## config.mk

```make
export PLATFORM = sky130hd
export DESIGN_NAME = lsu_fence_sched
export DESIGN_NICKNAME = d
export VERILOG_FILES = /design/src/rtl/lsu_fence_sched_pkg.sv /design/src/rtl/lsu_fence_sched_ldcnt.sv /design/src/rtl/lsu_fence_sched.sv
export SDC_FILE = /design/constraint.sdc
export NUM_CORES = 1
export LEC_CHECK = 0
export BUFFER_PORTS_ARGS = -buffer_cell sky130_fd_sc_hd__buf_2
export CAP_MARGIN = 20
export CORE_UTILIZATION = 46
export DETAILED_ROUTE_END_ITERATION = 8
export PLACE_DENSITY = 0.78
export SETUP_SLACK_MARGIN = 0.2
export SYNTH_ARGS = -nofsm -noshare
export SYNTH_HDL_FRONTEND = slang
export SYNTH_SLANG_ARGS = --single-unit
export TNS_END_PERCENT = 5
```

## constraint.sdc

```tcl
create_clock -name CLK -period 2.5 [get_ports CLK]
set_input_delay 0.125 -clock CLK [delete_from_list [all_inputs] [get_ports CLK]]
set_output_delay 0.125 -clock CLK [all_outputs]
set_load 0.03 [all_outputs]
```

## src/rtl/lsu_fence_sched_pkg.sv

```systemverilog
// Shared definitions for the LSU fence scheduler: FSM states, exe-bundle layout
// and op-class decode helpers.
package lsu_fence_sched_pkg;

    localparam int RB_DEF    = 2;
    localparam int LU_DP_DEF = 4;
    localparam int OP_W      = 64;
    localparam int N_OPS     = 13;

    // Op-flag positions inside the op field; the bundle lists lb first, so lb is the MSB
    localparam int OPB_FENCE   = 0;
    localparam int OPB_FENCE_I = 1;
    localparam int OPB_SD      = 2;
    localparam int OPB_SW      = 3;
    localparam int OPB_SH      = 4;
    localparam int OPB_SB      = 5;
    localparam int OPB_LWU     = 6;
    localparam int OPB_LHU     = 7;
    localparam int OPB_LBU     = 8;
    localparam int OPB_LD      = 9;
    localparam int OPB_LW      = 10;
    localparam int OPB_LH      = 11;
    localparam int OPB_LB      = 12;

    typedef enum logic [2:0] {
        ST_IDLE,
        ST_DISP,
        ST_DRAIN,
        ST_INV,
        ST_DONE
    } sched_state_e;

    function automatic logic is_load_op(input logic [N_OPS-1:0] ops);
        return |ops[OPB_LB:OPB_LWU];
    endfunction

    function automatic logic is_store_op(input logic [N_OPS-1:0] ops);
        return |ops[OPB_SB:OPB_SD];
    endfunction

endpackage

```

## src/rtl/lsu_fence_sched_ldcnt.sv

```systemverilog
// Outstanding-load counter: +1 per load dispatch, -1 per load retirement,
// with full/zero flags for load gating and fence draining.
module lsu_ldcnt
    import lsu_fence_sched_pkg::*;
#(
    parameter int DEPTH = LU_DP_DEF
) (
    input  logic clk,
    input  logic rst_n,
    input  logic inc,
    input  logic dec,
    output logic full,
    output logic zero
);

    localparam int CNT_W = $clog2(DEPTH + 1);

    logic [CNT_W-1:0] cnt_q, cnt_d;

    always_comb begin
        cnt_d = cnt_q;
        if (inc && !dec) begin
            cnt_d = cnt_q + CNT_W'(1);
        end else if (dec && !inc) begin
            cnt_d = cnt_q - CNT_W'(1);
        end
    end

    always_ff @(posedge clk or negedge rst_n) begin
        if (!rst_n) begin
            cnt_q <= '0;
        end else begin
            cnt_q <= cnt_d;
        end
    end

    assign full = (cnt_q == CNT_W'(DEPTH));
    assign zero = (cnt_q == '0);

    // A retirement with nothing outstanding means the load unit broke protocol
    a_no_underflow: assert property (@(posedge clk) disable iff (!rst_n) !(dec && zero));

endmodule

```

## src/rtl/lsu_fence_sched.sv

```systemverilog
// Routes LSU exe-parameters to the load/store units and sequences FENCE/FENCE.I:
// drain all memory traffic, optionally invalidate the icache, then pulse a writeback.
module lsu_fence_sched
    import lsu_fence_sched_pkg::*;
#(
    parameter int RB     = RB_DEF,
    parameter int EXE_DW = N_OPS + 5 + RB + 2 * OP_W,
    parameter int LU_DP  = LU_DP_DEF
) (
    input  logic              CLK,
    input  logic              RSTn,
    input  logic              flush,
    input  logic              lsu_exeparam_valid,
    input  logic [EXE_DW-1:0] lsu_exeparam,
    output logic              lsu_exeparam_ready,
    output logic              lu_valid,
    input  logic              lu_ready,
    input  logic              lu_done,
    output logic              su_valid,
    input  logic              su_ready,
    input  logic              su_fifo_empty,
    output logic [EXE_DW-1:0] lsu_param_qout,
    output logic              icache_inv_req,
    input  logic              icache_inv_ack,
    output logic              fence_wb_valid,
    output logic [4+RB:0]     fence_wb_rd
);

    localparam int RD_W    = 5 + RB;
    localparam int RD_LSB  = 2 * OP_W;
    localparam int OPS_LSB = RD_LSB + RD_W;

    sched_state_e      state_q, state_d;
    logic [EXE_DW-1:0] param_q, param_d;
    logic              is_ld_q, is_ld_d;
    logic              fence_i_q, fence_i_d;
    logic              inv_flush_q, inv_flush_d;
    logic              started_q, started_d;

    logic [N_OPS-1:0]  ops_in;
    logic              in_load, in_store, in_fence;
    logic              ld_full, ld_zero, lu_hs;

    assign ops_in   = lsu_exeparam[OPS_LSB +: N_OPS];
    assign in_load  = is_load_op(ops_in);
    assign in_store = is_store_op(ops_in);
    assign in_fence = ops_in[OPB_FENCE] | ops_in[OPB_FENCE_I];
    assign lu_hs    = lu_valid & lu_ready;

    lsu_ldcnt #(
        .DEPTH (LU_DP)
    ) u_ldcnt (
        .clk   (CLK),
        .rst_n (RSTn),
        .inc   (lu_hs),
        .dec   (lu_done),
        .full  (ld_full),
        .zero  (ld_zero)
    );

    always_comb begin
        state_d            = state_q;
        param_d            = param_q;
        is_ld_d            = is_ld_q;
        fence_i_d          = fence_i_q;
        inv_flush_d        = inv_flush_q;
        started_d          = 1'b1;
        lsu_exeparam_ready = 1'b0;

        unique case (state_q)
            ST_IDLE: begin
                lsu_exeparam_ready = started_q & ~flush & ~(in_load & ld_full);
                if (lsu_exeparam_valid && lsu_exeparam_ready) begin
                    param_d = lsu_exeparam;
                    if (in_load) begin
                        state_d = ST_DISP;
                        is_ld_d = 1'b1;
                    end else if (in_fence) begin
                        state_d   = ST_DRAIN;
                        fence_i_d = ops_in[OPB_FENCE_I];
                    end else if (in_store) begin
                        state_d = ST_DISP;
                        is_ld_d = 1'b0;
                    end
                end
            end
            ST_DISP: begin
                if (is_ld_q ? lu_ready : su_ready) begin
                    state_d = ST_IDLE;
                end
            end
            ST_DRAIN: begin
                if (ld_zero && su_fifo_empty) begin
                    state_d = fence_i_q ? ST_INV : ST_DONE;
                end
            end
            ST_INV: begin
                // The invalidate handshake must finish even if flushed; only the writeback is dropped
                if (flush) begin
                    inv_flush_d = 1'b1;
                end
                if (icache_inv_ack) begin
                    state_d     = (inv_flush_q || flush) ? ST_IDLE : ST_DONE;
                    inv_flush_d = 1'b0;
                end
            end
            ST_DONE: state_d = ST_IDLE;
            default: state_d = ST_IDLE;
        endcase

        if (flush && state_q != ST_INV) begin
            state_d = ST_IDLE;
        end
    end

    always_ff @(posedge CLK or negedge RSTn) begin
        if (!RSTn) begin
            state_q     <= ST_IDLE;
            param_q     <= '0;
            is_ld_q     <= 1'b0;
            fence_i_q   <= 1'b0;
            inv_flush_q <= 1'b0;
            started_q   <= 1'b0;
        end else begin
            state_q     <= state_d;
            param_q     <= param_d;
            is_ld_q     <= is_ld_d;
            fence_i_q   <= fence_i_d;
            inv_flush_q <= inv_flush_d;
            started_q   <= started_d;
        end
    end

    assign lu_valid       = (state_q == ST_DISP) & is_ld_q;
    assign su_valid       = (state_q == ST_DISP) & ~is_ld_q;
    assign icache_inv_req = (state_q == ST_INV);
    assign fence_wb_valid = (state_q == ST_DONE);
    assign fence_wb_rd    = (state_q == ST_DONE) ? param_q[RD_LSB +: RD_W] : '0;
    assign lsu_param_qout = param_q;

endmodule
```

Yosys cells after proc, flatten, opt, wreduce, memory -nomap -nowiden

Index checks and enable logic that the tools add are counted.

Flip-flop bits (word level): 158
Logic and storage cells: 73
Input bits: 157
Output and inout bits: 160

Muxes and demuxes: 21
Reductions and logical operators: 20
Add/subtract/negate cells: 2
Bitwise operators: 11
Equality and inequality tests: 12

Operators by type and width:

| kind                  | count |
|---|---|
| $mux W3               | 12 |
| $pmux W3 S4           | 1 |
| $ne A3 B3 Y1 const B  | 3 |
| $reduce_and A4 Y1     | 2 |
| $mux W1               | 7 |
| $mux W7               | 1 |
| $reduce_or A7 Y1      | 1 |
| $and A1 B1 Y1         | 6 |
| $eq A3 B2 Y1 const B  | 2 |
| $eq A3 B3 Y1 const B  | 2 |
| $logic_not A3 Y1      | 2 |
| $reduce_bool A2 Y1    | 3 |
| $logic_and A1 B1 Y1   | 5 |
| $ne A5 B5 Y1 const B  | 1 |
| $reduce_and A5 Y1     | 1 |
| $not A1 Y1            | 4 |
| $reduce_and A2 Y1     | 2 |
| $reduce_or A4 Y1      | 1 |
| $add A3 B1 Y3 const B | 1 |
| $eq A3 B1 Y1 const B  | 1 |
| $ne A3 B1 Y1 const B  | 1 |
| $ne A3 B2 Y1 const B  | 1 |
| $sub A3 B1 Y3 const B | 1 |
| $logic_not A1 Y1      | 2 |
| other kinds (3)       | 3 |

Depth between registers and ports, before layout

Gate-level depths: netlist of the first run.

Word-level depth: 8
Mapped depth: 9
Depth with buffers taken out: 9

Cells and area by module

From an unflattened synthesis of the first run, not the netlist that was laid out.

Cell total of the unflattened synthesis: 398
Area total of the unflattened synthesis: 6,687.7 µm²

Modules (own cells, without submodules):

| module          | area each (µm²) | instances | cells an instance | sequential area each (µm²) |
|---|---|---|---|---|
| lsu_fence_sched | 6,518.8         | 1         | 384               | 3,878.7 |
| lsu_ldcnt       | 168.9           | 1         | 14                | 75.1 |

Least setup slack after synthesis of the first run

OpenSTA, ideal clock, no wires.

Kind: register to register
From: register state_q[0]
To: register u_ldcnt.cnt_q[2]
Buffers on the path: 1
Required time: 2,420 ps
Setup time: 80 ps
Data arrival time: 2,126 ps
Clock period less this slack: 2,206 ps
Stages on the path, launching flop included: 10
Path slack: 294 ps
Cell sequence: dfrtp_1 clkbuf_1 and3_1 and2_1 ha_1 inv_1 fa_1 xor2_1 nor2_1 xnor2_1

Word-level cells in the longest chain between the ends: 6
Elaborated cells on any way between the ends: 8
Classes of those cells: eq/ne: 1; mux: 1; bitwise: 2; reduce/logical: 4

RTL lines:

| item                                | line                        | RTL |
|---|---|---|
| start, declared                     | lsu_fence_sched.sv:33       | `sched_state_e state_q, state_d;` |
| start signal, assigned              | lsu_fence_sched.sv:125      | `state_q <= state_d;` |
| $eq A3 B1 Y1 (*)                    | lsu_fence_sched.sv:134      | `assign lu_valid = (state_q == ST_DISP) & is_ld_q;` |
| $and A1 B1 Y1 (*)                   | lsu_fence_sched.sv:134      |  |
| named net lu_valid                  | lsu_fence_sched.sv:16       | `output logic lu_valid,` |
| $and A1 B1 Y1 (*)                   | lsu_fence_sched.sv:48       | `assign lu_hs = lu_valid & lu_ready;` |
| $logic_not A1 Y1                    | lsu_fence_sched_ldcnt.sv:24 | `end else if (dec && !inc) begin` |
| $logic_and A1 B1 Y1                 | lsu_fence_sched_ldcnt.sv:24 |  |
| $reduce_bool A2 Y1 (no source line) | n/a                         |  |
| end signal, assigned                | lsu_fence_sched_ldcnt.sv:33 | `cnt_q <= cnt_d;` |
| end, declared                       | lsu_fence_sched_ldcnt.sv:18 | `logic [CNT_W-1:0] cnt_q, cnt_d;` |

The timed path passes the listed nets; every way through them passes the cells marked *.
A chain may end at the register's enable or synchronous reset.

Worst setup path in the final report of the first run

From: input lsu_exeparam[144]
To: register param_q[83] (netlist: lsu_param_qout[83])

Word-level cells in the longest chain between the ends: 6

RTL lines:

| item                               | line                      | RTL |
|---|---|---|
| start, declared                    | lsu_fence_sched.sv:14     | `input logic [EXE_DW-1:0] lsu_exeparam,` |
| $reduce_or A7 Y1                   | lsu_fence_sched_pkg.sv:34 | `return \|ops[OPB_LB:OPB_LWU];` |
| $and A1 B1 Y1                      | lsu_fence_sched.sv:72     | `lsu_exeparam_ready = started_q & ~flush & ~(in_load & ld_full);` |
| $not A1 Y1                         | lsu_fence_sched.sv:72     |  |
| $and A1 B1 Y1                      | lsu_fence_sched.sv:72     |  |
| $logic_and A1 B1 Y1                | lsu_fence_sched.sv:73     | `if (lsu_exeparam_valid && lsu_exeparam_ready) begin` |
| $reduce_and A2 Y1 (no source line) | n/a                       |  |
| end signal, assigned               | lsu_fence_sched.sv:126    | `param_q <= param_d;` |
| end, declared                      | lsu_fence_sched.sv:34     | `logic [EXE_DW-1:0] param_q, param_d;` |

No other way between the ends.

==> metrics.md, run 1 <==
| Metric | Value |
|---|---|
| FP Rows | 43 |
| Most area-hungry cell type in the Yosys netlist | dfrtp_1 |
| Data required, critical path | 2.80 ns |
| Number of iterations in the first detailed-routing pass | 6 |
| Commonest non-fill, non-tap cell in the layout | buf_2 |
| Via count of the first global-routing pass | 5705 |
| Per-instance average area after synthesis | 16.9 um^2 |
| TNS Setup | 0 ns |
| Routed vias/inst | 4.95 |
| Final Critical Period | 2.32 ns |
| Core Util, Final | 75.4% |
| Crit path largest cell delay | 0.53 ns |
| CTS sink cnt | 158 |
| Transition time of the tightest slew-check pin | 0.664 ns |
| HPWL after detailed placement | 11300 um |
| Power per standard cell area | 1330 nW/um^2 |
| Fill cell total of the finished layout | 832 |
| Wirelength, routed | 20300 um |
| Tcrit/Tclk final | 92.7% |
| Worst setup skew after layout | 0.0101 ns |
| Nets in the synthesized netlist | 551 |
| Area taken by flip-flops and latches | 3950 um^2 |
| Global-route wire length before repair | 30200 um |
| Number of setup violations in the final report | 0 |
| Depth of the worst register-to-register path | 4 |
| Number of port buffers | 316 |
| Post-detailed-placement cell area | 8400 um^2 |
| CP max-delay cell | dlygate4sd3_1 |
| Top-Level Pins | 317 |
| Type of the worst setup path | in -> reg |
| Clk Tree Root Cell | clkbuf_16 |
| Kind of start point of the critical path | input pin |
| End of the worst register-to-register path | lsu_param_qout[83]$_DFFE_PN0P_ |
| Total core area | 14000 um^2 |
| Height of the chip | 122 um |
| Cell area after technology mapping | 6630 um^2 |
| All-layer global routing usage | 27.4% |
| Relative area change from synthesis to final layout | 59.0% |
| RSZ-0062 raised after global routing | true |
| Count of flip-flops with a built-in enable after synthesis | 0 |
| Overall die width | 122 um |
| Share of the yosys chip area belonging to registers | 59.6% |
| CTS tree | done |
| Final ANT Viol Nets | 0 |
| Highest Clock Rate | 431 MHz |
| Worst reg2reg startpoint | state_q[0]$_DFFE_PN0P_ |
| Most frequent cells in the layout | buf_2, dfrtp_1, dlygate4sd3_1 |
| Count of synthesis-stage warnings from yosys | 0 |
| Fraction of synthesis flops using an asynchronous set or reset pin | 100% |
| Cell count of the worst hold path | 2 |
| Remaining Overflow, GRT | 0 |
| Area contributors post-synth | dfrtp_1, mux2_4, mux2_2 |
| Total number of nets in the final design | 1027 |
| CP endpoint kind | flip-flop |
| Run status | finished, final reports clean |
| Area of the multi-input gates | 2490 um^2 |
| Number of buffers between clock root and the deepest sink | 2 |
| Count of maximum capacitance violations | 0 |
| Leak pwr | 0.00523 uW |
| Final Hold Viols | 0 |
| Number of synthesized register bits | 158 |
| Routability congestion estimate from global placement | 0.875 |
| Initial antenna violation count | 2 |
| Endpoint, Worst Hold | lsu_param_qout[147]$_DFFE_PN0P_ |
| CP cell instances | dlygate4sd3_1 > buf_2 > nor3_1 > a2111o_1 > and2_4 > buf_12 > mux2_2 |
| Area of all placed cells without fillers | 10500 um^2 |
| Yosys cell types | 41 |
| Number of buffers added by the clock tree synthesis step | 17 |
| Smallest hold slack | 0.0269 ns |
| Relative slew margins | 55.7% |
| Post-CTS repair timing setup buffer count | 0 |
| Path type of the worst min-delay path | in -> reg |
| Clock Latency Late Sink | 0.42 ns |
| Total die area | 14900 um^2 |
| DRC violation total after the first TritonRoute iteration | 208 |
| Worst min-delay path startpoint | lsu_exeparam[147] |
| Area share of the leading cell type in the synthesized netlist | 59.6% |
| Data arrival time of the critical path | 2.61 ns |
| Synth Instances | 392 |
| Starting density of the core | 47.4% |
| Total via count after detailed routing | 5265 |
| Routed wirelength normalized by instance count | 19.1 um |
| Worst-path clk slew | 0.06 ns |
| Total power consumption of the routed design | 14000 uW |
| CTS H-tree lvls | 4 |
| Most frequently used flop master after synthesis | dfrtp_1 |
| Max-slew violation count | 0 |
| Flop-to-flop setup slack | 0.35 ns |
| Max Fanout on Critical Path | 48 |
| VDD IR-drop max | 0.732 mV |
| Layout cell share with drive strength beyond 1 | 58.1% |
| Pin count of the biggest net entering global routing | 71 |
| Residual DRC | 0 |
-- layer usage --
layer / vias up / track usage, % / part of all wire (%)
met2: 249 / 49.5 / 53
met5: - / 0 / 0
met1: 2626 / 30.1 / 37
met4: 0 / 13.6 / 3.3
met3: 51 / 5.95 / 6.3
li1: 2339 / - / -
-- where the power goes --
group	internal, uW	switching [uW]
Combinational	2610	3910
Sequential	3820	848
Clock	1730	1050
Total	8170	5810
-- logic make-up (layout without fill, tap and decap cells) --
family          after synthesis  in the layout  share of synthesized area, %
fa+ha+maj                     2              2                         0.490
simple gates                 36             36                          3.49
mux                         151            151                          31.2
buf+inv                      24            513                          2.94
xor+xnor                      3              3                         0.396
other cells                   1              3                        0.0565
compound gates               17             17                          1.85
flops                       158            158                          59.6
-- registers in the layout, indices dropped and copies added (netlist names) --
register / cells
inv_flush_q: 1
fence_i_q: 1
u_ldcnt.cnt_q: 3
started_q: 1
is_ld_q: 1
state_q: 3
lsu_param_qout: 148
-- cell usage after synthesis (2+ instances only) --
| master | count |
|---|---|
| buf_6 | 11 |
| nor3_1 | 2 |
| buf_2 | 5 |
| and2_1 | 11 |
| mux2_2 | 52 |
| mux2_4 | 98 |
| a21oi_1 | 4 |
| o21ai_0 | 3 |
| a21boi_0 | 2 |
| nand3b_1 | 3 |
| inv_1 | 6 |
| nor2_1 | 6 |
| xnor2_1 | 2 |
| dfrtp_1 | 158 |
| nand2_1 | 3 |
-- worst max-delay path by stage --
stage | startpoint | to | cells past startpoint
2_1_floorplan | state_q[0]$_DFFE_PN0P_ | u_ldcnt.cnt_q[2]$_DFFE_PN0P_ | 9
4_1_cts | lsu_exeparam[144] | lsu_param_qout[83]$_DFFE_PN0P_ | 7
5_1_grt | lsu_exeparam[144] | lsu_param_qout[116]$_DFFE_PN0P_ | 7
3_5_place_dp | lsu_exeparam[142] | lsu_param_qout[83]$_DFFE_PN0P_ | 6
3_3_place_gp | state_q[0]$_DFFE_PN0P_ | lsu_param_qout[124]$_DFFE_PN0P_ | 4
6_report | lsu_exeparam[144] | lsu_param_qout[83]$_DFFE_PN0P_ | 7
-- stage by stage --
stage	setup slack [ns]	instances
6_report	0.182	1063
5_1_grt	0.109	1063
4_1_cts	0.223	1061
3_5_place_dp	0.356	880
3_3_place_gp	0.479	880
2_1_floorplan	0.294	392
-- worst max-delay path, delay by kind of cell --
family,cells,cell delay (ns)
compound gates,1,0.30
buf+inv,3,0.95
mux,1,0.39
simple gates,2,0.80
-- timing repair --
| item | 4_1_cts | 5_1_grt |
|---|---|---|
| setup endpoints to repair | 0 | 95 |
| hold buffers | 149 | 0 |
| gates resized for setup | 0 | 1 |
| hold endpoints to repair | 215 | 0 |
-- area by class of cell --
cell class | count | share of cell area, %
Sequential cell | 158 | 37.5
Timing Repair Buffer | 475 | 30.4
Multi-Input combinational cell | 210 | 23.6
Clock buffer | 20 | 4.33
Tap cell | 180 | 2.14
Clock inverter | 12 | 1.74
Inverter | 6 | 0.214
Antenna cell | 2 | 0.0475
No activity file was read; power rests on OpenSTA's default activity.
==> run 2, diff against run 1 <==
CELL_PAD_IN_SITES_DETAIL_PLACEMENT = 0   (was not set)
CELL_PAD_IN_SITES_GLOBAL_PLACEMENT = 1   (was not set)
CORE_UTILIZATION = 37   (was 46)
PLACE_DENSITY = 0.79   (was 0.78)
==> run 2 against run 1 <==
Compared with the run above: clock skew hardly changed; non-clock buffer count is 2 lower; worst setup slack better by 0.16 ns; routed wire length is 7.5% lower; register-to-register slack better by 0.02 ns; first-iteration DRC count is 42% lower; hold slack better by 0.0085 ns; critical path type unchanged; critical endpoint is now lsu_param_qout[108]$_DFFE_PN0P_.
==> metrics.md, run 2 (synthesis results as in run 1) <==
| Metric | Value |
|---|---|
| Flop-to-flop setup slack | 0.37 ns (+0.02 ns) |
| Total power consumption of the routed design | 13700 uW (-2.1%) |
| Smallest hold slack | 0.0354 ns (+0.00848 ns) |
| HPWL after detailed placement | 12300 um (+8.6%) |
| Max-slew violation count | 0 (unchanged) |
| Number of buffers between clock root and the deepest sink | 2 (unchanged) |
| WP buf/inv | 3 (unchanged) |
| Number of port buffers | 316 (unchanged) |
| CP max-delay cell | dlygate4sd3_1 |
| Post-CTS repair timing setup buffer count | 0 (unchanged) |
| Most frequent cells in the layout | buf_2, dfrtp_1, dlygate4sd3_1 |
| Count of maximum capacitance violations | 0 (unchanged) |
| All-layer global routing usage | 20.3% (-7.1 points) |
| Leak pwr | 0.00520 uW (-0.57%) |
| FP Rows | 48 (+12%) |
| Starting density of the core | 38.1% (-9.3 points) |
| Remaining Overflow, GRT | 0 (unchanged) |
| Number of setup violations in the final report | 0 (unchanged) |
| Highest Clock Rate | 463 MHz (+7.3%) |
| Commonest non-fill, non-tap cell in the layout | buf_2 |
| Routed vias/inst | 4.57 (-7.7%) |
| CP endpoint kind | flip-flop |
| Final Hold Viols | 0 (unchanged) |
| Data arrival time of the critical path | 2.45 ns (-0.16 ns) |
| Worst min-delay path startpoint | lsu_exeparam[147] |
| Final ANT Viol Nets | 0 (unchanged) |
| Residual DRC | 0 (unchanged) |
| Depth of the worst register-to-register path | 4 (unchanged) |
| Routed wirelength normalized by instance count | 17.0 um (-11%) |
| Max Fanout on Critical Path | 43 (-10%) |
| Data required, critical path | 2.79 ns (about the same) |
| Type of the worst setup path | in -> reg |
| Largest register FFs | 148 (unchanged) |
| Endpoint, Worst Hold | lsu_param_qout[147]$_DFFE_PN0P_ |
| CP cell instances | dlygate4sd3_1 > buf_2 > nor4_4 > a2111o_1 > and2_4 > buf_12 > mux2_2 |
| Number of iterations in the first detailed-routing pass | 4 (-2) |
| Worst reg2reg startpoint | state_q[0]$_DFFE_PN0P_ |
| TNS Setup | 0 ns (unchanged) |
| Wirelength, routed | 18700 um (-7.5%) |
| Routability congestion estimate from global placement | 0.801 (-8.5%) |
| CTS H-tree lvls | 4 (unchanged) |
| Tcrit/Tclk final | 86.4% (-6.3 points) |
| Pin count of the biggest net entering global routing | 83 (+17%) |
| VDD IR-drop max | 0.757 mV (+3.5%) |
| Crit path largest cell delay | 0.53 ns (about the same) |
| Overall die width | 136 um (+11%) |
| Number of buffers added by the clock tree synthesis step | 17 (unchanged) |
| Path type of the worst min-delay path | in -> reg |
| Cell family contributing the most delay on the critical path | buffers and inverters |
| Clk Tree Root Cell | clkbuf_16 |
| Power per standard cell area | 1300 nW/um^2 (-2.2%) |
| Total die area | 18500 um^2 (+24%) |
| Kind of start point of the critical path | input pin |
| Relative area change from synthesis to final layout | 59.1% (about the same) |
| DRC violation total after the first TritonRoute iteration | 120 (-42%) |
| Layout cell share with drive strength beyond 1 | 58.0% (-0.14 points) |
| Top-Level Pins | 317 (unchanged) |
| Cell count of the worst hold path | 2 (unchanged) |
| Number of antenna diodes | 0 (-2) |
| Initial antenna violation count | 0 (-2) |
| Run status | finished, final reports clean |
| Total via count after detailed routing | 5042 (-4.2%) |
| Total core area | 17400 um^2 (+25%) |
| Worst-path clk slew | 0.06 ns (about the same) |
| RSZ-0062 raised after global routing | false |
| Final Critical Period | 2.16 ns (-0.157 ns) |
| Relative slew margins | 61.1% (+5.4 points) |
| End of the worst register-to-register path | lsu_param_qout[108]$_DFFE_PN0P_ |
| Height of the chip | 136 um (+11%) |
| CTS tree | done |
| Transition time of the tightest slew-check pin | 0.577 ns (-0.0868 ns) |
| Post-detailed-placement cell area | 8440 um^2 (+0.49%) |
| Total number of nets in the final design | 1025 (-0.19%) |
| Area of all placed cells without fillers | 10600 um^2 (about the same) |
| Fill cell total of the finished layout | 1320 (+59%) |
| Worst setup skew after layout | 0.0104 ns (+0.000326 ns) |
| Global-route wire length before repair | 28600 um (-5.1%) |
| Clock Latency Late Sink | 0.41 ns (about the same) |
| CTS sink cnt | 158 (unchanged) |
| Via count of the first global-routing pass | 5415 (-5.1%) |
-- run 2: cell types whose count changed in the layout (fill, tap and decap cells not counted) --
cell / delta
clkinv_2: -1
diode_2: -2
clkinvlp_4: +1
nor3b_1: +1
inv_6: +2
nor3_1: -1
clkinv_4: -2
buf_4: -2
nor3b_2: -1
bufinv_16: -1
nor3_2: +1
-- run 2: how the worst max path moves through the flow --
stage                            from                         endpoint  slack, ns  cells past startpoint
2_1_floorplan  state_q[0]$_DFFE_PN0P_     u_ldcnt.cnt_q[2]$_DFFE_PN0P_       0.29                      9
3_3_place_gp   state_q[0]$_DFFE_PN0P_  lsu_param_qout[127]$_DFFE_PN0P_       0.41                      4
3_5_place_dp   state_q[0]$_DFFE_PN0P_  lsu_param_qout[108]$_DFFE_PN0P_       0.39                      4
4_1_cts             lsu_exeparam[142]  lsu_param_qout[108]$_DFFE_PN0P_       0.25                      7
5_1_grt        state_q[0]$_DFFE_PN0P_  lsu_param_qout[108]$_DFFE_PN0P_       0.22                      4
6_report            lsu_exeparam[143]  lsu_param_qout[108]$_DFFE_PN0P_       0.34                      7
-- run 2: what timing repair did --
action,4_1_cts,5_1_grt
endpoints found under the hold margin,191,0
hold buffers,149,0
setup endpoints to repair,0,72
gates resized for setup,0,1
-- run 2: stage by stage --
stage | setup WS [ns] | utilization, % | std cells
after floorplan | 0.294 | - | 392
after global placement | 0.410 | 48.5 | 923
after detailed placement | 0.387 | 48.5 | 923
after CTS | 0.252 | 60.6 | 1103
after global routing | 0.225 | 60.6 | 1103
final | 0.339 | 60.6 | 1103
-- run 2: area by class of cell --
class	count	area (um^2)	area share, %
inverter	6	22.5	0.213
sequential	158	3950	37.5
multi-input combinational	210	2490	23.6
clock inverter	11	156	1.48
clock buffer	20	457	4.33
tap	225	282	2.67
timing repair buffer	473	3190	30.2
-- run 2: worst reg2reg max path: stages (launching register included) --
cell and delay (ns):
dfrtp_1 0.52, nor4_2 0.36, and2_4 0.39, buf_12 0.30, mux2_2 0.44
-- run 2: routing by layer --
metal / global-route usage, % / part of all wire (%) / vias to the layer above
li1: - / - / 2331
met1: 24.1 / 39 / 2499
met2: 36.4 / 53 / 191
met3: 4.44 / 6.3 / 21
met4: 6.36 / 1.5 / 0
met5: 0 / 0 / -
-- run 2: report_power, final --
| part | leakage (uW) | switching (uW) | internal (uW) |
|---|---|---|---|
| registers | 0.00189 | 774 | 3820 |
| clock network | 0.000290 | 1040 | 1630 |
| logic | 0.00303 | 3810 | 2600 |
==> run 3, diff against run 2 <==
ABC_AREA = 1   (was not set)
CORE_ASPECT_RATIO = 1.4   (was not set)
CORE_UTILIZATION = 33   (was 37)
PLACE_DENSITY = 0.78   (was 0.79)
==> run 3 against run 2 <==
Compared with the run above: global-route usage is 0.68 points higher; sequential cell count is the same; worst setup slack improved by 0.058 ns; non-clock buffer count rose by 3; combinational power fell by 4.5%; hold slack worse by 0.0067 ns; sequential share of layout area is 0.67 points higher; critical endpoint is now is_ld_q$_DFFE_PN0P_; largest power group unchanged.
==> metrics.md, run 3 <==
| Metric | Value |
|---|---|
| Run status | finished, final reports clean |
| Initial antenna violation count | 3 (+3) |
| Depth of the worst register-to-register path | 8 (+4) |
| Max-slew violation count | 0 (unchanged) |
| Smallest hold slack | 0.0286 ns (-0.00674 ns) |
| Routed wirelength normalized by instance count | 14.6 um (-14%) |
| Nets in the synthesized netlist | 905 (+64%) |
| Number of setup violations in the final report | 0 (unchanged) |
| Sequential share of power | 34.0% (+0.4 points) |
| Commonest non-fill, non-tap cell in the layout | buf_2 |
| Power spent charging and discharging nets | 6150 uW (+9.3%) |
| Number of buffers between clock root and the deepest sink | 2 (unchanged) |
| Number of port buffers | 316 (unchanged) |
| Top-Level Pins | 317 (unchanged) |
| VDD IR-drop max | 0.636 mV (-16%) |
| End of the worst register-to-register path | u_ldcnt.cnt_q[2]$_DFFE_PN0P_ |
| Flop-to-flop setup slack | 0.56 ns (+0.19 ns) |
| Fraction of synthesis flops using an asynchronous set or reset pin | 100% (unchanged) |
| Type of the worst setup path | in -> reg |
| Leak pwr | 0.00547 uW (+5.2%) |
| Layout cell share with drive strength beyond 1 | 30.0% (-28 points) |
| Final Critical Period | 2.10 ns (-0.0579 ns) |
| Number of synthesized register bits | 158 (unchanged) |
| Largest register FFs | 148 (unchanged) |
| Overall die width | 121 um (-11%) |
| Residual DRC | 0 (unchanged) |
| Remaining Overflow, GRT | 0 (unchanged) |
| Relative slew margins | 59.0% (-2.1 points) |
| Height of the chip | 169 um (+24%) |
| Library cell with the highest instance count after synthesis | nand2_1 |
| Count of synthesis-stage warnings from yosys | 0 (unchanged) |
| Count of flip-flops with a built-in enable after synthesis | 0 (unchanged) |
| Total number of nets in the final design | 1353 (+32%) |
| Total via count after detailed routing | 6731 (+33%) |
| Switching Share | 47.3% (+6.2 points) |
| Final ANT Viol Nets | 0 (unchanged) |
| RSZ-0062 raised after global routing | false |
| Most area-hungry cell type in the Yosys netlist | dfrtp_1 |
| Clock network fraction of total power | 18.9% (-0.7 points) |
| Clock Latency Late Sink | 0.42 ns (about the same) |
| Relative area change from synthesis to final layout | 57.8% |
| Max Fanout on Critical Path | 76 (+77%) |
| Internal power consumption | 6840 uW (-15%) |
| CTS H-tree lvls | 4 (unchanged) |
| Most frequent cells in the layout | buf_2, nand2_1, dfrtp_1 |
| All-layer global routing usage | 21.0% (+0.68 points) |
| Area contributors post-synth | dfrtp_1, nand2_1, o21ai_0 |
| Cell area after technology mapping | 6570 um^2 (-0.94%) |
| Share of the yosys chip area belonging to registers | 60.2% (+0.57 points) |
| Clk Tree Root Cell | clkbuf_16 |
| Most frequently used flop master after synthesis | dfrtp_1 |
| Data arrival time of the critical path | 2.40 ns (-0.05 ns) |
| Per-instance average area after synthesis | 8.81 um^2 (-48%) |
| Final Hold Viols | 0 (unchanged) |
| Critical path startpoint | lsu_exeparam[144] |
| Total die area | 20500 um^2 (+11%) |
| Total core area | 19400 um^2 (+11%) |
| Routed vias/inst | 4.62 (+1.1%) |
| Relative contribution of combinational cells to total power | 47.1% (+0.3 points) |
| Worst reg2reg startpoint | state_q[1]$_DFFE_PN0P_ |
| Area share of the leading cell type in the synthesized netlist | 60.2% (+0.57 points) |
| Pin count of the biggest net entering global routing | 82 (-1.2%) |
| Worst-path clk slew | 0.06 ns (about the same) |
| Path type of the worst min-delay path | in -> reg |
| TNS Setup | 0 ns (unchanged) |
| Global-route wire length before repair | 33500 um (+17%) |
| Most frequent cells after synthesis | nand2_1, dfrtp_1, o21ai_0, clkbuf_1, nor2_1 |
| Highest Clock Rate | 476 MHz (+2.8%) |
| Critical path endpoint | is_ld_q$_DFFE_PN0P_ |
| Transition time of the tightest slew-check pin | 0.615 ns (+0.0373 ns) |
| Yosys cell types | 30 (-27%) |
| CP endpoint kind | flip-flop |
| Data required, critical path | 2.80 ns (about the same) |
| FP Rows | 60 (+25%) |
| Power per standard cell area | 1250 nW/um^2 (-3.4%) |
| Number of iterations in the first detailed-routing pass | 5 (+1) |
| Tcrit/Tclk final | 84.1% (-2.3 points) |
| Synth Instances | 746 (+90%) |
| CTS sink cnt | 158 (unchanged) |
| DRC violation total after the first TritonRoute iteration | 376 (+210%) |
| Count of maximum capacitance violations | 0 (unchanged) |
| Routability congestion estimate from global placement | 0.801 (about the same) |
| Via count of the first global-routing pass | 6724 (+24%) |
| CTS tree | done |
| Kind of start point of the critical path | input pin |
| Starting density of the core | 33.9% (-4.2 points) |
| Number of buffers added by the clock tree synthesis step | 17 (unchanged) |
| HPWL after detailed placement | 13600 um (+11%) |
| Worst setup skew after layout | 0.0102 ns (-0.000256 ns) |
| Wirelength, routed | 21200 um (+13%) |
==> run 3: what timing repair did <==
| action | CTS | global route |
|---|---|---|
| buffers inserted | 0 | 0 |
| resized for setup | 0 | 1 |
| endpoints found under the setup margin | 0 | 1 |
| hold buffers | 149 | 0 |
| hold endpoints to repair | 201 | 0 |
==> run 3: per-stage QoR <==
stage               total power (uW)  setup slack (ns)  util (%)  instances  cell area (um^2)
global placement               10300             0.527      43.0       1274              8320
detailed placement             10400             0.515      43.0       1274              8320
finish                         13000             0.397      53.5       1457             10400
CTS                            13100             0.292      53.5       1455             10400
global route                   13800             0.218      53.5       1456             10400
floorplan                       8350             0.469         -        746              6570
==> run 3: how the worst min path moves through the flow <==
stage,startpoint,endpoint,cells past startpoint
after floorplan,RSTn,fence_i_q$_DFFE_PN0P_,0
after global placement,RSTn,lsu_param_qout[0]$_DFFE_PN0P_,1
after detailed placement,RSTn,lsu_param_qout[0]$_DFFE_PN0P_,1
after CTS,lsu_exeparam[145],lsu_param_qout[145]$_DFFE_PN0P_,4
after global routing,lsu_exeparam[145],lsu_param_qout[145]$_DFFE_PN0P_,4
final,lsu_exeparam[145],lsu_param_qout[145]$_DFFE_PN0P_,4
==> run 3: layout make-up <==
class	count	area, um^2
repair buffers	476	3220
clock buffers	20	437
fillers	1844	9000
clock inverters	12	110
inverters	24	91.3
multi-input cells	517	2240
diodes	2	5.00
well taps	248	310
flip-flops and latches	158	3950
==> run 3: cell families after synthesis <==
kind of cell	count (synthesis)	share of synthesized area, %
buf+inv	71	5.67
simple gates	353	20.9
other cells	1	0.0571
xor+xnor	2	0.267
fa+ha+maj	2	0.495
mux	1	0.171
flops	158	60.2
compound gates	158	12.2
==> run 3: per-layer routing <==
| metal | global-route usage, % | vias up | wire (um) |
|---|---|---|---|
| li1 | - | 3275 | - |
| met1 | 23.9 | 3139 | 8450 |
| met2 | 36.0 | 247 | 10800 |
| met3 | 4.25 | 68 | 1050 |
| met4 | 12.3 | 2 | 926 |
| met5 | 0 | - | 12 |
==> run 3: power by group through the flow <==
stage	sequential (uW)	clock [uW]	combinational, uW
3_5_place_dp	4430	0	5960
3_3_place_gp	4390	0	5910
5_1_grt	4570	2630	6580
6_report	4410	2460	6120
2_1_floorplan	6890	0	1470
4_1_cts	4400	2520	6150
==> run 3: worst max-delay path, cell delays in order <==
cell	delay (ns)
dlygate4sd3_1	0.54
buf_2	0.13
nor2_1	0.12
nand2_1	0.10
o21ai_2	0.23
nand3_4	0.31
nor2_4	0.25
buf_12	0.31
nand2_1	0.12
nand2_1	0.07
o21ai_1	0.05
